<file path="src/rtl/decimal_entry_if.sv">
// Key-entry and conversion-result signals shared between a keypad source and decimal_entry.
interface decimal_entry_if #(
  parameter int NUM_DIGITS = 8,
  parameter int WIDTH      = 32
);
  logic                      key_valid;
  logic [3:0]                key_code;
  logic                      key_ready;
  logic                      busy;
  logic [3:0]                digit_count;
  logic                      entry_full;
  logic [4*NUM_DIGITS-1:0]   bcd_digits;
  logic [WIDTH-1:0]          result;
  logic                      result_valid;

  modport master (
    output key_valid, key_code,
    input  key_ready, busy, digit_count, entry_full, bcd_digits, result, result_valid
  );

  modport slave (
    input  key_valid, key_code,
    output key_ready, busy, digit_count, entry_full, bcd_digits, result, result_valid
  );
endinterface

</file>
<file path="src/rtl/decimal_entry.sv">
// Keypad decimal entry buffer with packed-BCD display and serial BCD-to-binary conversion.
// state   | meaning
// IDLE    | accepting digit/backspace/clear/enter keys
// CONVERT | one BCD digit folded into acc per cycle, MSD first; then result is latched
// DONE    | result_valid pulse; entry cleared on exit
module decimal_entry #(
  parameter int NUM_DIGITS = 8,
  parameter int WIDTH      = 32
) (
  input  logic            clk,
  input  logic            rst_n,
  decimal_entry_if.slave  bus
);
  localparam int         BCD_W   = 4 * NUM_DIGITS;
  localparam logic [3:0] MAX_CNT = 4'(NUM_DIGITS);

  typedef enum logic [1:0] {IDLE, CONVERT, DONE} state_t;

  state_t             state, state_nxt;
  logic [BCD_W-1:0]   bcd_q;
  logic [BCD_W-1:0]   shreg;
  logic [3:0]         count;
  logic [3:0]         step;
  logic [WIDTH-1:0]   acc;
  logic [WIDTH-1:0]   result_q;
  logic               accept;

  assign accept = bus.key_valid && (state == IDLE);

  always_ff @(posedge clk or negedge rst_n) begin
    if (!rst_n) state <= IDLE;
    else        state <= state_nxt;
  end

  // One extra CONVERT cycle after the last fold latches acc into result.
  always_comb begin
    state_nxt = state;
    case (state)
      IDLE:    if (accept && bus.key_code == 4'hC) state_nxt = CONVERT;
      CONVERT: if (step == MAX_CNT) state_nxt = DONE;
      DONE:    state_nxt = IDLE;
      default: state_nxt = IDLE;
    endcase
  end

  always_comb begin
    bus.key_ready    = (state == IDLE);
    bus.busy         = (state != IDLE);
    bus.result_valid = (state == DONE);
    bus.digit_count  = count;
    bus.entry_full   = (count == MAX_CNT);
    bus.bcd_digits   = bcd_q;
    bus.result       = result_q;
  end

  always_ff @(posedge clk or negedge rst_n) begin
    if (!rst_n) begin
      bcd_q    <= '0;
      shreg    <= '0;
      count    <= '0;
      step     <= '0;
      acc      <= '0;
      result_q <= '0;
    end else begin
      case (state)
        IDLE: begin
          if (accept) begin
            if (bus.key_code <= 4'd9) begin
              if (count != MAX_CNT) begin
                bcd_q <= {bcd_q[BCD_W-5:0], bus.key_code};
                count <= count + 4'd1;
              end
            end else if (bus.key_code == 4'hA) begin
              if (count != 4'd0) begin
                bcd_q <= {4'h0, bcd_q[BCD_W-1:4]};
                count <= count - 4'd1;
              end
            end else if (bus.key_code == 4'hB) begin
              bcd_q <= '0;
              count <= '0;
            end else if (bus.key_code == 4'hC) begin
              shreg <= bcd_q;
              acc   <= '0;
              step  <= '0;
            end
          end
        end
        CONVERT: begin
          if (step != MAX_CNT) begin
            acc   <= (acc << 3) + (acc << 1) + {{(WIDTH-4){1'b0}}, shreg[BCD_W-1 -: 4]};
            shreg <= shreg << 4;
            step  <= step + 4'd1;
          end else begin
            result_q <= acc;
          end
        end
        DONE: begin
          bcd_q <= '0;
          count <= '0;
        end
        default: ;
      endcase
    end
  end
endmodule

</file>
<file path="src/flat_wrapper.sv">
// flat-port wrapper written by rule: the top's interface ports become plain ports
module decimal_entry_flat 
#(
  parameter int NUM_DIGITS = 8,
  parameter int WIDTH      = 32
)
  (clk, rst_n, bus_key_valid, bus_key_code, bus_key_ready, bus_busy, bus_digit_count, bus_entry_full, bus_bcd_digits, bus_result, bus_result_valid);
  decimal_entry_if #(.NUM_DIGITS(NUM_DIGITS), .WIDTH(WIDTH)) bus_i ();
  input  logic clk;
  input  logic rst_n;
  input wire logic [$bits(bus_i.key_valid)-1:0] bus_key_valid;
  input wire logic [$bits(bus_i.key_code)-1:0] bus_key_code;
  output wire logic [$bits(bus_i.key_ready)-1:0] bus_key_ready;
  output wire logic [$bits(bus_i.busy)-1:0] bus_busy;
  output wire logic [$bits(bus_i.digit_count)-1:0] bus_digit_count;
  output wire logic [$bits(bus_i.entry_full)-1:0] bus_entry_full;
  output wire logic [$bits(bus_i.bcd_digits)-1:0] bus_bcd_digits;
  output wire logic [$bits(bus_i.result)-1:0] bus_result;
  output wire logic [$bits(bus_i.result_valid)-1:0] bus_result_valid;
  assign bus_i.key_valid = bus_key_valid;
  assign bus_i.key_code = bus_key_code;
  assign bus_key_ready = bus_i.key_ready;
  assign bus_busy = bus_i.busy;
  assign bus_digit_count = bus_i.digit_count;
  assign bus_entry_full = bus_i.entry_full;
  assign bus_bcd_digits = bus_i.bcd_digits;
  assign bus_result = bus_i.result;
  assign bus_result_valid = bus_i.result_valid;
  decimal_entry #(.NUM_DIGITS(NUM_DIGITS), .WIDTH(WIDTH)) u_core (.clk(clk), .rst_n(rst_n), .bus(bus_i));
endmodule
</file>
<file path="config.mk">
export PLATFORM = sky130hd
export DESIGN_NAME = decimal_entry_flat
export DESIGN_NICKNAME = d
export VERILOG_FILES = /design/src/rtl/decimal_entry_if.sv /design/src/rtl/decimal_entry.sv /design/src/flat_wrapper.sv
export SDC_FILE = /design/constraint.sdc
export NUM_CORES = 1
export LEC_CHECK = 0
export CAP_MARGIN = 0
export CORE_MARGIN = 5
export CORE_UTILIZATION = 52
export CTS_CLUSTER_DIAMETER = 120
export DETAILED_ROUTE_END_ITERATION = 12
export PLACE_DENSITY = 0.89
export SKIP_LAST_GASP = 1
export SYNTH_ARGS = -nofsm -noshare
export SYNTH_HDL_FRONTEND = slang
export SYNTH_SLANG_ARGS = --single-unit
</file>
<file path="constraint.sdc">
create_clock -name clk -period 2.85 [get_ports clk]
set_input_delay 0.57 -clock clk [delete_from_list [all_inputs] [get_ports clk]]
set_output_delay 0.57 -clock clk [all_outputs]
set_load 0.02 [all_outputs]
</file>
* Word-level counts from Yosys, hierarchy flattened
Cells that the tools add are included.
** Storage, ports and cells
- Bits in read-only memories :: 0
- Latch bits :: 0
- Flip-flop bits (word level) :: 138
- Memories :: 0
- Bits in writable memories :: 0
- Input port bits :: 7
- Word-level logic and storage cells :: 83
** Cells by class
- Multipliers :: 0
- Shift operators :: 0
- Reduce and logical (&&, ||, !) cells :: 11
- Bitwise operators :: 1
- Mux-type cells :: 38
- Divide/modulo/power cells :: 0
- $lt $le $gt $ge :: 1
- $add $sub $neg :: 5
- Equal/unequal tests :: 20
** Operator list (count)
- $mux W32 :: 18
- $pmux W32 S2 :: 3
- $mux W4 :: 12
- $add A32 B32 Y32 :: 1
- $add A32 B4 Y32 :: 1
- $eq A4 B4 Y1 const B :: 5
- $pmux W4 S2 :: 2
- $ne A2 B1 Y1 const B :: 5
- $add A4 B1 Y4 const B :: 2
- $ne A4 B4 Y1 const B :: 2
- $reduce_and A7 Y1 :: 1
- $ne A2 B2 Y1 const B :: 3
- $reduce_bool A2 Y1 :: 3
- $reduce_and A5 Y1 :: 1
- $le A4 B4 Y1 const B :: 1
- $mux W2 :: 2
- $ne A4 B1 Y1 const B :: 1
- $ne A4 B3 Y1 const B :: 1
- $pmux W2 S2 :: 1
- $reduce_and A2 Y1 :: 2
- $reduce_bool A4 Y1 :: 1
- $sub A4 B1 Y4 const B :: 1
- $ne A3 B3 Y1 const B :: 1
- $eq A2 B1 Y1 const B :: 1
- other kinds (4) :: 5

* Longest topological paths before layout
Gate-level depths: netlist of run 1.
- Depth in word-level cells :: 7
- Mapped depth :: 11

* Worst setup path after synthesis of run 1
OpenSTA, ideal clock, no wires.
- Kind :: reg2reg
- From :: register u_core.acc[0]
- To :: register u_core.acc[26]
- Path slack :: -0.212 ns
- Clock period less this slack :: 3.062 ns
- Required time :: 2.728 ns
- Setup time :: 0.122 ns
- Arrival time :: 2.940 ns
- Cell stages (with the launch flop) :: 12
- Buffers on the path :: 0
- Cells stage by stage :: dfrtp_1 > inv_1 > fa_1 > inv_1 > fa_1 > a21oi_1 > nor3b_1 > o31ai_1 > a211o_1 > a21oi_1 > or3b_2 > a32o_1
** On the way
- Longest elaborated chain between the ends :: 4
** RTL lines
- start, declared :: RTL line decimal_entry.sv:24 : logic [WIDTH-1:0] acc;
- start signal, assigned :: RTL line decimal_entry.sv:90 : acc <= (acc << 3) + (acc << 1) + {{(WIDTH-4){1'b0}}, shreg[BCD_W-1 -: 4]};
- $add A32 B32 Y32 :: RTL line decimal_entry.sv:90
- $add A32 B4 Y32 :: RTL line decimal_entry.sv:90
- $mux W32 :: RTL line decimal_entry.sv:89 : if (step != MAX_CNT) begin
- $pmux W32 S2 :: RTL line decimal_entry.sv:65 : case (state)
Every way passes these cells. The select of a mux whose other input is x is not followed.
A chain may end at the register's enable or synchronous reset.

* Worst setup path after layout of run 1
- From :: register u_core.acc[0]
- To :: register u_core.acc[19]
Same word-level chain as after synthesis.

==> results of run 1 <==
## worst register-to-register path, stage by stage (launching register included)
cell,delay (ns)
dfrtp_1,0.36
inv_2,0.06
fa_1,0.56
inv_2,0.06
ha_4,0.23
a211oi_4,0.25
or4_4,0.18
or4b_4,0.47
buf_6,0.15
a41oi_4,0.22
o21ai_2,0.09
xnor2_1,0.20
o21ai_1,0.08
## metal layers
layer,part of all wire,track usage,vias to the layer above
met5,0,0,-
met4,0.036,0.117,0
met3,0.060,0.0547,75
met2,0.51,0.409,309
met1,0.40,0.285,3390
li1,-,-,3124
## cells in the final DEF, fill, tap and decap left out, types with 11 or more instances in the layout
cell type / n
o21ai_1: 11
mux2_2: 32
a21o_1: 12
xor2_1: 11
nand2_1: 149
nor2_1: 23
o31ai_1: 15
inv_1: 18
buf_4: 48
o21ai_0: 51
a22oi_1: 56
a21oi_1: 31
ha_1: 60
clkdlybuf4s50_1: 77
clkbuf_16: 17
dfrtp_1: 138
## power groups by stage
stage	clock, mW	sequential (mW)	combinational, mW
floorplan	0	3.62	3.58
global placement	0	3.39	6.01
detailed placement	0	3.42	6.22
CTS	2.50	3.40	6.37
global route	2.59	3.51	7.29
finish	2.48	3.42	6.71
## cell usage after synthesis (3+ instances only)
master and n:
o21bai_1 5, a32o_1 3, inv_1 22, clkbuf_1 32
nand2_1 151, nor2b_1 4, a21o_1 12, a22oi_1 56
o21ai_0 61, o21ai_1 5, nor2_1 25, and3_1 5
a211oi_1 3, o211ai_1 3, o31ai_1 16, a21oi_1 34
nand3_1 10, nor3_1 8, o21a_1 5, nand2b_1 7
buf_2 3, dfrtp_1 138, nand4_1 7, ha_1 63
a211o_1 4, o311ai_0 3, xor2_1 12, mux2_2 32
xnor2_1 7, nor3b_1 5, buf_1 3, mux2i_1 4
## flip-flops by register name, summed over array words and instances (netlist names)
name and cells:
u_core.bus.result 32, u_core.acc 32, u_core.bus.bcd_digits 32, u_core.state 2, u_core.shreg 32, u_core.bus.digit_count 4, u_core.step 4
## layout make-up
class	instances	area (µm²)
inverter	22	82.6
tap	184	230
fill	1015	4580
multi-input combinational	596	4290
timing repair buffer	136	1300
clock inverter	14	219
clock buffer	18	439
sequential	138	3450
## metrics by stage
stage	setup TNS [ns]	cell area, µm²
after global routing	-2.78	10000
after CTS	-0.671	9870
final	-1.45	10000
after floorplan	0	7830
after detailed placement	-0.712	9110
after global placement	-0.0727	9110
## path summary, 6_finish.rpt
check	from	to	slack, ns	cells after the start
max	u_core.acc[0]	u_core.acc[19]	-0.19	12
min	rst_n	u_core.bus.result[19]	0.12	1
max reg2reg	u_core.acc[0]	u_core.acc[19]	-0.19	12
min reg2reg	u_core.shreg[21]	u_core.shreg[21]	0.48	2
max in group asynchronous	rst_n	u_core.shreg[22]	2.03	2
min in group clk	u_core.shreg[21]	u_core.shreg[21]	0.48	2
## timing repair
action,4_1_cts,5_1_grt
endpoints found under the hold margin,0,0
setup endpoints to repair,13,19
setup buffers,6,4
pin swaps,15,13
gates resized for setup,16,28
## cells by family (layout without fill, tap and decap cells)
| family | count (synthesis) | count (layout) | share of synthesized area |
|---|---|---|---|
| AND/OR/NAND/NOR | 241 | 241 | 0.139 |
| AO/OA/AOI/OAI | 235 | 235 | 0.206 |
| flip-flops | 138 | 138 | 0.443 |
| adder cells (fa/ha/maj) | 65 | 65 | 0.106 |
| buffers and inverters | 62 | 190 | 0.0323 |
| multiplexers | 36 | 36 | 0.0514 |
| XOR/XNOR | 19 | 19 | 0.0214 |
==> summary.md, run 1 <==
| Metric | Value |
|---|---|
| Syn Std Cell Area | 7790 µm² |
| #FFs+latches synth | 138 |
| CTS clk-pin slew, worst paths | 0.06 ns |
| Setup Skew | 0.0102 ns |
| Crit-path cells | inv_2 -> fa_1 -> inv_2 -> ha_4 -> a211oi_4 -> or4_4 -> or4b_4 -> buf_6 -> a41oi_4 -> o21ai_2 -> xnor2_1 -> o21ai_1 |
| Core Footprint | 14600 µm² |
| Place WS | -0.172 ns |
| TritonCTS clock tree | yes |
| Slowest stage delay, CP | 0.56 ns |
| Crit path top cell by count | inv_2 |
| Hold slack final | 0.123 ns |
| Synth Warn # | 0 |
| Startpoint types | flip-flop |
| RSZ-0062 raised after global routing | yes |
| DRC viols | 0 |
| Share of layout cells above drive strength 1 | 0.181 |
| Fin. max-slew vios | 0 |
| Power per Cell Area | 1260 nW/µm² |
| Worst slew margin | 0.511 |
| Worst VDD drop | 709 µV |
| Worst Max-Slew Pin Slew | 0.726 ns |
| Failing checks | setup timing |
| Logic pwr share | 0.532 |
| Period utilization | 1.07 |
| Finished Layout Cells | 1108 |
| Synthesized netlist cell count | 796 |
| # Max-Cap Violations | 0 |
| Data required time of the critical path | 3.16 ns |
| Worst path arrival time | 3.35 ns |
| Final hold vios | 0 |
| CTS Root Cell | clkbuf_16 |
| Die extent in x | 132 µm |
| Ports | 79 |
| Largest net degree at the start of global routing | 64 |
| Std cell rows | 44 |
| Min Clock Period, post-route | 3.04 ns |
| Die H | 132 µm |
| Post-synth EDFFs | 0 |
| Clk pwr share | 0.196 |
| Post-CTS Hold Fix Bufs | 0 |
| TritonCTS buffer count | 17 |
| DR pass1 iterations | 7 |
| Starting DRT DRC Count | 560 |
| Worst-case clock buffer depth | 2 |
| Fmax | 329 MHz |
| GPL Wtd Cong | 0.961 |
| Run status | complete, but fails checks |
| Level count of the clock H-tree | 4 |
| Placed Instances | 1066 |
| Synthesized Nets | 868 |
| Final WS setup | -0.188 ns |
| Buf/Inv on CP | 3 |
| Yosys top cell area share | 0.443 |
| Setup crit end kind | flip-flop |
| Final net count | 983 |
| Die area | 17500 µm² |
| Post-DP HPWL | 13.8 mm |
| Overall Global Routing Usage | 0.240 |
| P_sw | 5.42 mW |
| Vias | 6898 |
| Routed WL | 21.1 mm |
| Async S/R FF share, synth | 1.00 |
| GRT Residual Overflow | 0 |
| Initial antenna violation count | 0 |
| Pwr Total | 12.6 mW |
| Unique masters post-synth | 70 |
| Ranking of synthesized cells by area | dfrtp_1 44%, ha_1 10%, nand2_1 7.3%, a22oi_1 5.4%, mux2_2 4.6% |
| Avg Inst Size Synth | 9.79 µm² |
| Setup violations, final | 16 |
| Ys flop type | dfrtp_1 |
| Routed len/inst | 19.0 µm |
| First-pass GRT wire length | 34.8 mm |
| Yosys top cell by area | dfrtp_1 |
| Crit path max-delay family | adder cells |
| Starting Density | 0.534 |
| Area Growth Syn to Fin | 28.4% |
| Sequential fraction of the synthesis area | 0.443 |
| Ant diodes | 0 |
| Fin util | 0.686 |
| Vias per cell | 6.23 |
| PortBufs | 78 |
| Reg power frac | 0.271 |
| HP Class | in -> async |
| Slowest cell on crit path | fa_1 |
| Routed Antenna Nets | 0 |
| Clk sinks | 138 |
| Sw Share | 0.430 |
| Worst-Skew Late Latency | 0.44 ns |
| Vias in the first global route | 7094 |
| Leak | 4.65 nW |
| Internal | 7.18 mW |
| Crit Path Max Fanout | 3 |
| Setup CP Type | reg -> reg |
Power figures use the tool's default switching activity.
==> run 2: changes to the inputs <==
--- a/config.mk
+++ b/config.mk
@@ -9,6 +9,7 @@
 export CORE_MARGIN = 5
 export CORE_UTILIZATION = 52
 export CTS_CLUSTER_DIAMETER = 120
+export CTS_CLUSTER_SIZE = 8
 export DETAILED_ROUTE_END_ITERATION = 12
 export PLACE_DENSITY = 0.89
 export SKIP_LAST_GASP = 1
==> results of run 2 <==
Same layout as run 1: the final DEF is identical, and so are final timing and power.
